<file path="config.mk">
export PLATFORM = sky130hd
export DESIGN_NAME = controlador_rpn
export DESIGN_NICKNAME = d
export VERILOG_FILES = /design/src/rtl/rpn_pkg.sv /design/src/rtl/pilha_rpn.sv /design/src/rtl/controlador_rpn.sv
export SDC_FILE = /design/constraint.sdc
export NUM_CORES = 1
export LEC_CHECK = 0
export BUFFER_PORTS_ARGS = -buffer_cell sky130_fd_sc_hd__buf_2
export CAP_MARGIN = 10
export CORE_MARGIN = 2
export CORE_UTILIZATION = 31
export CTS_BUF_LIST = sky130_fd_sc_hd__clkbuf_8 sky130_fd_sc_hd__clkbuf_16
export CTS_CLUSTER_DIAMETER = 150
export CTS_CLUSTER_SIZE = 16
export DETAILED_ROUTE_END_ITERATION = 16
export GPL_ROUTABILITY_DRIVEN = 0
export PLACE_DENSITY = 0.59
export SYNTH_ARGS = -nofsm -noshare
export SYNTH_HDL_FRONTEND = slang
export SYNTH_SLANG_ARGS = --single-unit
</file>
<file path="constraint.sdc">
create_clock -name clk -period 1.8 [get_ports clk]
set_input_delay 0.09 -clock clk [delete_from_list [all_inputs] [get_ports clk]]
set_output_delay 0.09 -clock clk [all_outputs]
set_load 0.005 [all_outputs]
</file>
<file path="src/rtl/rpn_pkg.sv">
// Shared types and constants for the RPN calculator.
// State encoding, error codes and data widths.
package rpn_pkg;
    localparam int LARGURA = 8;
    localparam int LARGURA_OP = 3;

    typedef enum logic {
        OCIOSO,
        ESPERA_ULA
    } estado_t;

    localparam logic [1:0] ERRO_OK    = 2'b00;
    localparam logic [1:0] ERRO_CHEIA = 2'b01;
    localparam logic [1:0] ERRO_VAZIA = 2'b10;
    localparam logic [1:0] ERRO_ULA   = 2'b11;
endpackage

</file>
<file path="src/rtl/pilha_rpn.sv">
// Shift-register operand stack; entry 0 is the top.
// Unused entries are always 0, so top/second read 0 when absent.
module pilha_rpn
    import rpn_pkg::*;
#(
    parameter int PROFUNDIDADE = 4
) (
    input  logic                              clk,
    input  logic                              rst,
    input  logic                              push,
    input  logic                              pop2_push,
    input  logic                              clear,
    input  logic [LARGURA-1:0]                dado,
    output logic [LARGURA-1:0]                topo,
    output logic [LARGURA-1:0]                segundo,
    output logic [$clog2(PROFUNDIDADE+1)-1:0] nivel
);
    localparam int NW = $clog2(PROFUNDIDADE + 1);

    logic [LARGURA-1:0] mem [PROFUNDIDADE];

    // Shift down on push, shift up on pop2_push, zero on clear.
    always_ff @(posedge clk) begin
        if (rst || clear) begin
            for (int i = 0; i < PROFUNDIDADE; i++) mem[i] <= '0;
            nivel <= '0;
        end else if (push && nivel != NW'(PROFUNDIDADE)) begin
            mem[0] <= dado;
            for (int i = 1; i < PROFUNDIDADE; i++) mem[i] <= mem[i-1];
            nivel <= nivel + NW'(1);
        end else if (pop2_push && nivel >= NW'(2)) begin
            mem[0] <= dado;
            for (int i = 1; i < PROFUNDIDADE - 1; i++) mem[i] <= mem[i+1];
            mem[PROFUNDIDADE-1] <= '0;
            nivel <= nivel - NW'(1);
        end
    end

    assign topo    = mem[0];
    assign segundo = mem[1];
endmodule

</file>
<file path="src/rtl/controlador_rpn.sv">
// RPN sequencing controller: stack commands, ALU handshake,
// timeout and error reporting.
module controlador_rpn
    import rpn_pkg::*;
#(
    parameter int PROFUNDIDADE = 4,
    parameter int TIMEOUT_ULA  = 15
) (
    input  logic                              clk,
    input  logic                              rst,
    input  logic [LARGURA-1:0]                entrada,
    input  logic [LARGURA_OP-1:0]             operacao,
    input  logic                              entrada_numero,
    input  logic                              entrada_operacao,
    input  logic                              limpar,
    output logic [LARGURA-1:0]                ula_a,
    output logic [LARGURA-1:0]                ula_b,
    output logic [LARGURA_OP-1:0]             ula_op,
    output logic                              ula_req,
    input  logic                              ula_ack,
    input  logic [LARGURA-1:0]                ula_resultado,
    input  logic                              ula_erro,
    output logic [LARGURA-1:0]                display_a,
    output logic [LARGURA-1:0]                display_b,
    output logic [$clog2(PROFUNDIDADE+1)-1:0] nivel,
    output logic                              pilha_vazia,
    output logic                              pilha_cheia,
    output logic                              ocupado,
    output logic [1:0]                        erro
);
    localparam int NW = $clog2(PROFUNDIDADE + 1);
    localparam int CW = $clog2(TIMEOUT_ULA + 1);

    estado_t            estado, estado_prox;
    logic [CW-1:0]      cont;
    logic               expirou;
    logic               s_push, s_pop2, s_clear;
    logic [LARGURA-1:0] s_dado;
    logic               tem_dois;

    assign pilha_vazia = (nivel == '0);
    assign pilha_cheia = (nivel == NW'(PROFUNDIDADE));
    assign tem_dois    = (nivel >= NW'(2));
    assign ocupado     = (estado != OCIOSO);
    assign expirou     = (cont == CW'(TIMEOUT_ULA - 1));

    pilha_rpn #(
        .PROFUNDIDADE(PROFUNDIDADE)
    ) u_pilha (
        .clk      (clk),
        .rst      (rst),
        .push     (s_push),
        .pop2_push(s_pop2),
        .clear    (s_clear),
        .dado     (s_dado),
        .topo     (display_a),
        .segundo  (display_b),
        .nivel    (nivel)
    );

    // State register.
    always_ff @(posedge clk) begin
        if (rst) estado <= OCIOSO;
        else     estado <= estado_prox;
    end

    // Next state and stack commands; limpar beats everything.
    always_comb begin
        estado_prox = estado;
        s_push      = 1'b0;
        s_pop2      = 1'b0;
        s_clear     = 1'b0;
        s_dado      = entrada;
        if (limpar) begin
            s_clear     = 1'b1;
            estado_prox = OCIOSO;
        end else begin
            case (estado)
                OCIOSO: begin
                    if (entrada_numero) begin
                        s_push = !pilha_cheia;
                    end else if (entrada_operacao && tem_dois) begin
                        estado_prox = ESPERA_ULA;
                    end
                end
                ESPERA_ULA: begin
                    if (ula_ack) begin
                        s_pop2      = !ula_erro;
                        s_dado      = ula_resultado;
                        estado_prox = OCIOSO;
                    end else if (expirou) begin
                        estado_prox = OCIOSO;
                    end
                end
                default: estado_prox = OCIOSO;
            endcase
        end
    end

    // Operand latch, request, timeout counter and error status.
    always_ff @(posedge clk) begin
        if (rst) begin
            ula_a   <= '0;
            ula_b   <= '0;
            ula_op  <= '0;
            ula_req <= 1'b0;
            cont    <= '0;
            erro    <= ERRO_OK;
        end else if (limpar) begin
            ula_req <= 1'b0;
            cont    <= '0;
            erro    <= ERRO_OK;
        end else begin
            case (estado)
                OCIOSO: begin
                    if (entrada_numero) begin
                        erro <= pilha_cheia ? ERRO_CHEIA : ERRO_OK;
                    end else if (entrada_operacao) begin
                        if (!tem_dois) begin
                            erro <= ERRO_VAZIA;
                        end else begin
                            ula_a   <= display_b;
                            ula_b   <= display_a;
                            ula_op  <= operacao;
                            ula_req <= 1'b1;
                            cont    <= '0;
                        end
                    end
                end
                ESPERA_ULA: begin
                    if (ula_ack) begin
                        ula_req <= 1'b0;
                        erro    <= ula_erro ? ERRO_ULA : ERRO_OK;
                    end else if (expirou) begin
                        ula_req <= 1'b0;
                        erro    <= ERRO_ULA;
                    end else begin
                        cont <= cont + CW'(1);
                    end
                end
                default: ula_req <= 1'b0;
            endcase
        end
    end
endmodule

</file>
==> flow_metrics.tcl, run 1 <==
set metrics [dict create \
    cp_max_fo 3 \
    skew_ns 0.0115 \
    clockBufferDepth 2 \
    vias 2270 \
    netlist_area_mm2 0.00264 \
    ys_ff_latch 62 \
    cts_tree "yes" \
    setup_viol 0 \
    cap_violations 0 \
    synthMuxAreaShare 0.0303 \
    first_iter_violations 156 \
    die_area_mm2 0.00928 \
    seq_area_frac_synth 0.560 \
    synthArstFlopShare 0 \
    syn_nets 300 \
    dp_hpwl_um 4550 \
    end_kind "flip-flop" \
    cts.clk_slew.worst_paths_ns 0.07 \
    synth_compound_area_frac 0.132 \
    period_minus_slack_ns 1.75 \
    r2r_end "u_pilha.nivel[2]$_SDFFE_PP0P_" \
    drv_slew 0 \
    cts_buffers 9 \
    grt.total_usage 0.141 \
    critPathLaunchType "flip-flop" \
    ys_warn_count 0 \
    start_util 0.320 \
    peakVddDrop_mv 0.491 \
    whs_ns 0.0737 \
    chipHeight_um 96.4 \
    die_w_um 96.4 \
    clk_latency_ns 0.34 \
    r2r_slack_ns 0.05 \
    grt_pass1_wl_um 9940 \
    synth_top_family_by_area "simple AND/OR/NAND/NOR gates" \
    worstHoldStart "ula_resultado[2]" \
    fin_tns_setup_ns 0 \
    area_growth_pct 30.5 \
    syn_inst 271 \
    root_buffer "clkbuf_8" \
    cts_sinks 62 \
    outcome "completed" \
    drive_gt1_frac 0.336 \
    place_worst_setup_slack_ns 0.0712 \
    drt-vias-per-instance 4.88 \
    drt_wl_total_um 6410 \
    antenna_found_initial 0 \
    yosysUniqueCellTypes 39 \
    nNetsFinal 384 \
    worstReg2RegStart "ocupado$_SDFF_PP0_" \
    ant_nets 0 \
    pin_count 70 \
    worstPathRequired_ns 2.02 \
    clock.fmax_ghz 0.572 \
    cts-htree-levels 3 \
    hold_depth 3 \
    synth_ff_type "dfxtp_1" \
    io_buffers 69 \
    synth-simple-area-share 0.221 \
    worst_ep_arrival_time_ns 1.96 \
    reg2reg_depth 6 \
    grt_pass1_vias 2031 \
    final-hold-violation-count 0 \
    hp-class "in2reg" \
    slew_headroom 0.578 \
    rows 33 \
    grt_max_degree 25 \
    worst_slack_ns 0.0532 \
    synthXorXnorAreaFrac 0.00663 \
    detail_route.first_pass.iterations 5 \
    antenna-diode-count 0 \
    grt_overflow_total 0 \
    core_mm2 0.00826 \
    holdPathEnd "u_pilha.mem[0][2]$_DFFE_PP_" \
    crit_type "reg2reg" \
    syn_avg_cell_area_um2 9.76 \
    power_leakage_nw 1.43 \
    drc_errors 0 \
    yosys.area_share.adder 0.0170 \
    period_share 0.970 \
    synth_edf_count 24 \
    worst_pin_slew_ns 0.633 \
    routedWlPerCell_um 13.8 \
    power_density_mw_per_mm2 861 \
]
-- routing by layer --
metal,routed length (um),GRT usage,part of all wire
met1,2900,0.180,0.45
met2,3110,0.229,0.49
met3,379,0.0517,0.059
met4,19,0.0317,0.0030
met5,0,0,0
-- worst max-delay path: stages (launching register included) --
cell,delay (ns)
dfxtp_2,0.33
nand2b_4,0.14
or3_4,0.37
fa_2,0.38
nor3b_4,0.17
nor3_2,0.19
nor3b_2,0.06
-- logic make-up (layout without fill, tap and decap cells) --
kind of cell               count (synthesis)  after routing
AOI/OAI and AO/OA                         57             57
xor gates and xnor gates                   2              2
adders and majority gates                  3              3
buffers and inverters                     18            107
DFF                                       62             62
muxes                                      8              8
and+or+nand+nor                          121            121
-- cell type report --
| cell class | count | area (um2) |
|---|---|---|
| clock inverters | 7 | 73.8 |
| well taps | 105 | 131 |
| repair buffers | 88 | 508 |
| flip-flops and latches | 62 | 1490 |
| inverters | 3 | 11.3 |
| fillers | 821 | 4810 |
| multi-input cells | 191 | 1120 |
| clock buffers | 9 | 124 |
-- timing repair --
action,4_1_cts,5_1_grt
hold buffers,3,0
hold endpoints to repair,3,0
setup buffers,0,1
setup endpoints to repair,0,17
resized for setup,0,9
-- Yosys cell counts, types with 3 or more instances --
cell type,n,area share
nor2b_1,4,0.0095
nand3_1,12,0.023
edfxtp_1,24,0.27
nor2_1,30,0.043
a21oi_1,24,0.045
nand2_1,51,0.072
o21ai_1,11,0.021
or2_2,4,0.0095
dfxtp_1,38,0.29
clkbuf_1,8,0.011
mux2i_1,8,0.030
inv_1,3,0.0043
nor3_1,4,0.0076
a22oi_1,16,0.045
buf_2,4,0.0076
-- sequential cells by signal (all words and copies together) (netlist names) --
signal         flops
ula_req            1
ula_a              8
ula_b              8
ocupado            1
cont               4
u_pilha.mem       32
ula_op             3
u_pilha.nivel      3
erro               2
-- metrics by stage --
step / std cells / util / cell area (um2) / total power [mW]
global route: 465 / 0.418 / 3450 / 3.10
finish: 465 / 0.418 / 3450 / 2.97
detailed placement: 445 / 0.385 / 3180 / 1.78
global placement: 445 / 0.385 / 3180 / 1.78
CTS: 464 / 0.412 / 3400 / 3.00
floorplan: 271 / - / 2650 / 1.66
-- power by group --
part           internal (mW)  switching [mW]
clock                  0.641           0.568
sequential              1.49          0.0342
combinational          0.107           0.127
total                   2.24           0.730
-- cell usage in the layout (no fill, tap or decap), types with 3 or more instances in the layout --
cell type      instances
a21oi_1               24
a22oi_1               16
buf_2                 69
buf_4                 15
clkbuf_8               9
clkinvlp_4             3
dfxtp_1               35
dfxtp_2                3
dlygate4sd3_1          3
edfxtp_1              24
inv_1                  3
mux2i_1                8
nand2_1               51
nand3_1               12
nor2_1                29
nor2_2                 3
nor2b_1                4
o21ai_1               11
or2_2                  4
-- worst max path at each step --
stage | startpoint | endpoint | depth (start not counted)
3_5_place_dp | ocupado$_SDFF_PP0_ | u_pilha.mem[2][1]$_DFFE_PP_ | 4
2_1_floorplan | ocupado$_SDFF_PP0_ | u_pilha.nivel[2]$_SDFFE_PP0P_ | 7
3_3_place_gp | u_pilha.nivel[2]$_SDFFE_PP0P_ | u_pilha.nivel[2]$_SDFFE_PP0P_ | 6
6_report | ocupado$_SDFF_PP0_ | u_pilha.nivel[2]$_SDFFE_PP0P_ | 6
4_1_cts | ocupado$_SDFF_PP0_ | u_pilha.mem[2][1]$_DFFE_PP_ | 4
5_1_grt | ocupado$_SDFF_PP0_ | u_pilha.nivel[2]$_SDFFE_PP0P_ | 6
Power figures use the tool's default switching activity.
==> run 2: changes to the inputs <==
Settings changed: ABC_AREA set to 1, PLACE_DENSITY 0.59 to 0.58.
==> run 2 against run 1 <==
Against the previous run:
- routed wire length shrank 0.76%
- design area rose by 2.2%
- synthesized cell count up 23%
- global-route usage decreased by 0.50 points
- sequential power hardly changed
- critical path depth is 1 higher
- setup slack improved by 0.085 ns
- first-iteration DRC count shrank 31%
- clock skew shrank 0.00075 ns
- core utilization down 1.7 points
- sequential cell count unchanged
- critical path type unchanged
- critical endpoint unchanged
==> flow_metrics.tcl, run 2 <==
set metrics [dict create \
    drc_errors 0 \
    period_share 0.923 \
    netlist_area_mm2 0.00284 \
    core_mm2 0.00881 \
    clk_latency_ns 0.35 \
    antenna-diode-count 0 \
    clockBufferDepth 2 \
    power_leakage_nw 1.59 \
    drt_wl_total_um 6360 \
    rsz0062_at_grt "no" \
    yosys.area.top_type "dfxtp_1" \
    cts_resized 0 \
    slew_headroom 0.668 \
    most-common-layout-cells "buf_2, inv_1, nand2_1" \
    end_kind "flip-flop" \
    largestRegisters "u_pilha.mem: 32 flops, ula_a: 8 flops, ula_b: 8 flops" \
    place_area_mm2 0.00330 \
    final-hold-violation-count 0 \
    root_buffer "clkbuf_8" \
    detail_route.first_pass.iterations 6 \
    yosys.area_share.adder 0.0159 \
    cts_sinks 62 \
    ys_ff_latch 62 \
    worst_pin_slew_ns 0.498 \
    grt.total_usage 0.136 \
    crit_type "reg2reg" \
    worstPathRequired_ns 2.04 \
    syn_nets 363 \
    clock.fmax_ghz 0.602 \
    grt_pass1_wl_um 10700 \
    setup_viol 0 \
    first_iter_violations 107 \
    yosysUniqueCellTypes 26 \
    reg2reg_depth 7 \
    drive_gt1_frac 0.276 \
    routedWlPerCell_um 12.1 \
    skew_ns 0.0107 \
    synth_edf_count 24 \
    ys_warn_count 0 \
    synth_top_family_by_area "simple AND/OR/NAND/NOR gates" \
    top_register "u_pilha.mem" \
    fin_tns_setup_ns 0 \
    hp-class "in2reg" \
    synthMuxAreaShare 0 \
    synth.area.top_cells "dfxtp_1, edfxtp_1, inv_1" \
    ant_nets 0 \
    worst_ep_arrival_time_ns 1.90 \
    post_cts_buffers 0 \
    syn_avg_cell_area_um2 8.49 \
    largest_reg_flops 32 \
    cts_tree "yes" \
    ys_top_cells_by_count "inv_1, nand2_1, o21ai_0, dfxtp_1, a21oi_1" \
    cp.buffers_inverters 1 \
    synth_compound_area_frac 0.163 \
    max_stage_delay_ns 0.39 \
    cts_buffers 9 \
    synth_most_common_cell "inv_1" \
    area_growth_pct 24.3 \
    start_util 0.322 \
    synthArstFlopShare 0 \
    synth-simple-area-share 0.179 \
    crit_family "simple AND/OR/NAND/NOR gates" \
    final_common_cell "buf_2" \
    place_worst_setup_slack_ns 0.159 \
    io_buffers 69 \
    fin_cells 524 \
    outcome "completed" \
    grt_overflow_total 0 \
    pin_count 70 \
    worst_path_max_delay_cell "fa_1" \
    cts_hold_buf 0 \
    synthXorXnorAreaFrac 0.00309 \
    chipHeight_um 99.7 \
    cp_max_fo 7 \
    vias 2429 \
    cp_num_cells 7 \
    rows 34 \
    nNetsFinal 440 \
    power_density_mw_per_mm2 879 \
    whs_ns 0.0395 \
    critical_path.cell_chain "nor2_2 -> nand3_2 -> fa_1 -> inv_1 -> nand3_1 -> a21oi_1 -> nor2_1" \
    finalPower_mw 3.10 \
    dp_cells 508 \
    synth_top_area_frac 0.268 \
    grt_pass1_vias 2305 \
    worst_slack_ns 0.139 \
    hold_depth 3 \
    period_minus_slack_ns 1.66 \
    seq_area_frac_synth 0.522 \
    cap_violations 0 \
    cts.clk_slew.worst_paths_ns 0.08 \
    drv_slew 0 \
    syn_inst 334 \
    fin_area_mm2 0.00353 \
    antenna_found_initial 0 \
    cts-htree-levels 3 \
    die_w_um 99.7 \
    dp_hpwl_um 4840 \
    peakVddDrop_mv 0.323 \
    die_area_mm2 0.00993 \
    drt-vias-per-instance 4.64 \
    grt_max_degree 39 \
    synth_ff_type "dfxtp_1" \
    fin_util 0.401 \
    critPathLaunchType "flip-flop" \
]
[run 2: cell count changes in the layout (fill, tap and decap cells not counted), sizes merged, moves of 6 or more]
cell / change
nand3: +11
buf: -6
inv: +65
nor2: -15
a21oi: +14
a22oi: -16
nand4: +9
mux2i: -8
o21ai: +37
[run 2: cell type report]
| type | instances | area (um2) |
|---|---|---|
| Timing Repair Buffer | 79 | 420 |
| Inverter | 65 | 244 |
| Tap cell | 108 | 135 |
| Clock buffer | 10 | 149 |
| Clock inverter | 6 | 73.8 |
| Sequential cell | 62 | 1480 |
| Fill cell | 905 | 5280 |
| Multi-Input combinational cell | 194 | 1020 |
[run 2: cell families after synthesis]
logic type / count (synthesis)
adders and majority gates: 3
AOI/OAI and AO/OA: 87
xor gates and xnor gates: 1
DFF: 62
buffers and inverters: 78
and+or+nand+nor: 103
[run 2: layer usage]
metal / part of all wire / global-route usage / wire (um)
met1: 0.49 / 0.174 / 3130
met2: 0.43 / 0.214 / 2730
met3: 0.068 / 0.0555 / 433
met4: 0.011 / 0.0379 / 70
met5: 0 / 0 / 0
[run 2: power breakdown]
part           internal, mW  switching [mW]
Clock                 0.745           0.611
Sequential             1.50          0.0321
Combinational        0.0837           0.127
Total                  2.33           0.770
[run 2: final timing paths]
path	start	endpoint	slack, ns
worst min-delay path	operacao[2]	ula_op[2]$_SDFFE_PP0P_	0.04
worst max register to register	ocupado$_SDFF_PP0_	u_pilha.nivel[2]$_SDFFE_PP0P_	0.14
worst min register to register	ula_b[4]$_SDFFE_PP0P_	ula_b[4]$_SDFFE_PP0P_	0.44
worst max-delay path	ocupado$_SDFF_PP0_	u_pilha.nivel[2]$_SDFFE_PP0P_	0.14
[run 2: worst reg2reg max path, stage by stage (launching register included)]
cell and delay (ns):
dfxtp_1 0.37, nor2_2 0.30, nand3_2 0.13, fa_1 0.39, inv_1 0.06, nand3_1 0.09, a21oi_1 0.16, nor2_1 0.06
==> run 3: changes to the inputs <==
Settings changed: CELL_PAD_IN_SITES_DETAIL_PLACEMENT set to 1, CELL_PAD_IN_SITES_GLOBAL_PLACEMENT set to 1, PLACE_DENSITY 0.58 to 0.73.
==> run 3 against run 2 <==
Against the previous run:
- die area did not move
- combinational power grew 2%
- register-to-register slack about the same
- sequential power is essentially flat
- sequential share of layout area about the same
- critical path depth shrank 1
- clock power is 7% lower
- count of clock-buffer cells in the layout grew 2
==> flow_metrics.tcl, run 3 (synthesis results as in run 2) <==
set metrics [dict create \
    root_buffer "clkbuf_8" \
    grt_pass1_vias 2517 \
    rows 34 \
    core_mm2 0.00881 \
    r2r_slack_ns 0.15 \
    clk_latency_ns 0.35 \
    start_util 0.322 \
    power_switching_uw 736 \
    peakVddDrop_mv 0.372 \
    pin_count 70 \
    io_buffers 69 \
    p_clk_frac 0.420 \
    top_register "u_pilha.mem" \
    power_frac_seq 0.509 \
    finalPower_mw 3.03 \
    power_leakage_nw 1.59 \
    cellInternalPower_mw 2.29 \
    cts_buffers 9 \
    ant_nets 0 \
    worst_ep_arrival_time_ns 1.66 \
    detail_route.first_pass.iterations 4 \
    critPathLaunchType "flip-flop" \
    die_w_um 99.7 \
    antenna-diode-count 0 \
    hp-class "in2reg" \
    vias 2456 \
    clockBufferDepth 2 \
    largestRegisters "u_pilha.mem: 32 flops, ula_a: 8 flops, ula_b: 8 flops" \
    die_area_mm2 0.00993 \
    drive_gt1_frac 0.278 \
    cp_max_fo 8 \
    fill_cells 1076 \
    final-hold-violation-count 0 \
    critPathCapture "u_pilha.mem[2][2]$_DFFE_PP_" \
    worst_pin_slew_ns 0.482 \
    cts_hold_buf 0 \
    crit_type "reg2reg" \
    largest_reg_flops 32 \
    grt_pass1_wl_um 12300 \
    fin_util 0.401 \
    grt_max_degree 39 \
    cts_resized 0 \
    worstReg2RegStart "ocupado$_SDFF_PP0_" \
    outcome "completed" \
    grt.total_usage 0.157 \
    cts-htree-levels 3 \
    period_minus_slack_ns 1.65 \
    final_common_cell "buf_2" \
    skew_ns 0.0118 \
    first_iter_violations 123 \
    drt_wl_total_um 7270 \
    setup_viol 0 \
    clock.fmax_ghz 0.605 \
    cts_tree "yes" \
    reg2reg_depth 6 \
    drv_slew 0 \
    swShare 0.243 \
    r2r_end "u_pilha.mem[2][2]$_DFFE_PP_" \
    dp_hpwl_um 5510 \
    period_share 0.919 \
    cts.clk_slew.worst_paths_ns 0.07 \
    drt-vias-per-instance 4.68 \
    power_density_mw_per_mm2 858 \
    end_kind "flip-flop" \
    rsz0062_at_grt "no" \
    nNetsFinal 441 \
    drc_errors 0 \
    grt_overflow_total 0 \
    cap_violations 0 \
    area_growth_pct 24.4 \
    worstPathRequired_ns 1.81 \
    most-common-layout-cells "buf_2, inv_1, nand2_1" \
    routedWlPerCell_um 13.9 \
    chipHeight_um 99.7 \
    fin_tns_setup_ns 0 \
    antenna_found_initial 0 \
    post_cts_buffers 0 \
    power_frac_comb 0.071 \
    crit_start "ocupado$_SDFF_PP0_" \
    slew_headroom 0.679 \
    cts_sinks 62 \
]
==> run 3: worst max-delay path: stages, from the launching register on <==
cell	delay (ns)
dfxtp_1	0.47
inv_1	0.16
nor2_4	0.13
nand3_4	0.09
nand2_4	0.10
inv_2	0.06
nand2_1	0.29
==> run 3: routing by layer <==
layer | track usage | vias to the layer above | share of wire | wire (um)
met5 | 0 | - | 0 | 0
li1 | - | 1247 | - | -
met3 | 0.0379 | 9 | 0.035 | 257
met4 | 0.0474 | 0 | 0.011 | 82
met2 | 0.271 | 43 | 0.51 | 3690
met1 | 0.193 | 1157 | 0.45 | 3250
==> run 3: how the worst min path moves through the flow <==
stage	from	end	depth (start not counted)	slack, ns
after detailed placement	operacao[1]	ula_op[1]$_SDFFE_PP0P_	3	0.39
final	operacao[1]	ula_op[1]$_SDFFE_PP0P_	3	0.03
after global routing	operacao[1]	ula_op[1]$_SDFFE_PP0P_	3	0.03
after floorplan	operacao[0]	ula_op[0]$_SDFFE_PP0P_	2	0.28
after global placement	operacao[1]	ula_op[1]$_SDFFE_PP0P_	3	0.37
after CTS	operacao[1]	ula_op[1]$_SDFFE_PP0P_	3	0.02
==> run 3: power by group through the flow <==
| stage | logic [mW] | registers [mW] | clock network (mW) |
|---|---|---|---|
| 6_report | 0.216 | 1.54 | 1.27 |
| 5_1_grt | 0.247 | 1.54 | 1.37 |
| 4_1_cts | 0.220 | 1.54 | 1.30 |
| 3_5_place_dp | 0.218 | 1.57 | 0 |
| 3_3_place_gp | 0.212 | 1.57 | 0 |
| 2_1_floorplan | 0.109 | 1.56 | 0 |
==> run 3: stage by stage <==
| step | setup WS, ns | std cells | instance area, um2 | hold slack, ns |
|---|---|---|---|---|
| after floorplan | 0.0674 | 334 | 2840 | 0.280 |
| after global placement | 0.198 | 509 | 3310 | 0.370 |
| after detailed placement | 0.141 | 509 | 3310 | 0.386 |
| after CTS | 0.115 | 525 | 3520 | 0.0178 |
| after global routing | 0.00968 | 525 | 3530 | 0.0271 |
| final | 0.146 | 525 | 3530 | 0.0299 |
==> run 3: layout make-up <==
class	count	area, um2	share of cell area
Sequential cell	62	1480	0.420
Multi-Input combinational cell	194	1030	0.291
Timing Repair Buffer	80	428	0.121
Inverter	65	244	0.0691
Clock buffer	12	188	0.0532
Tap cell	108	135	0.0383
Clock inverter	4	23.8	0.00674
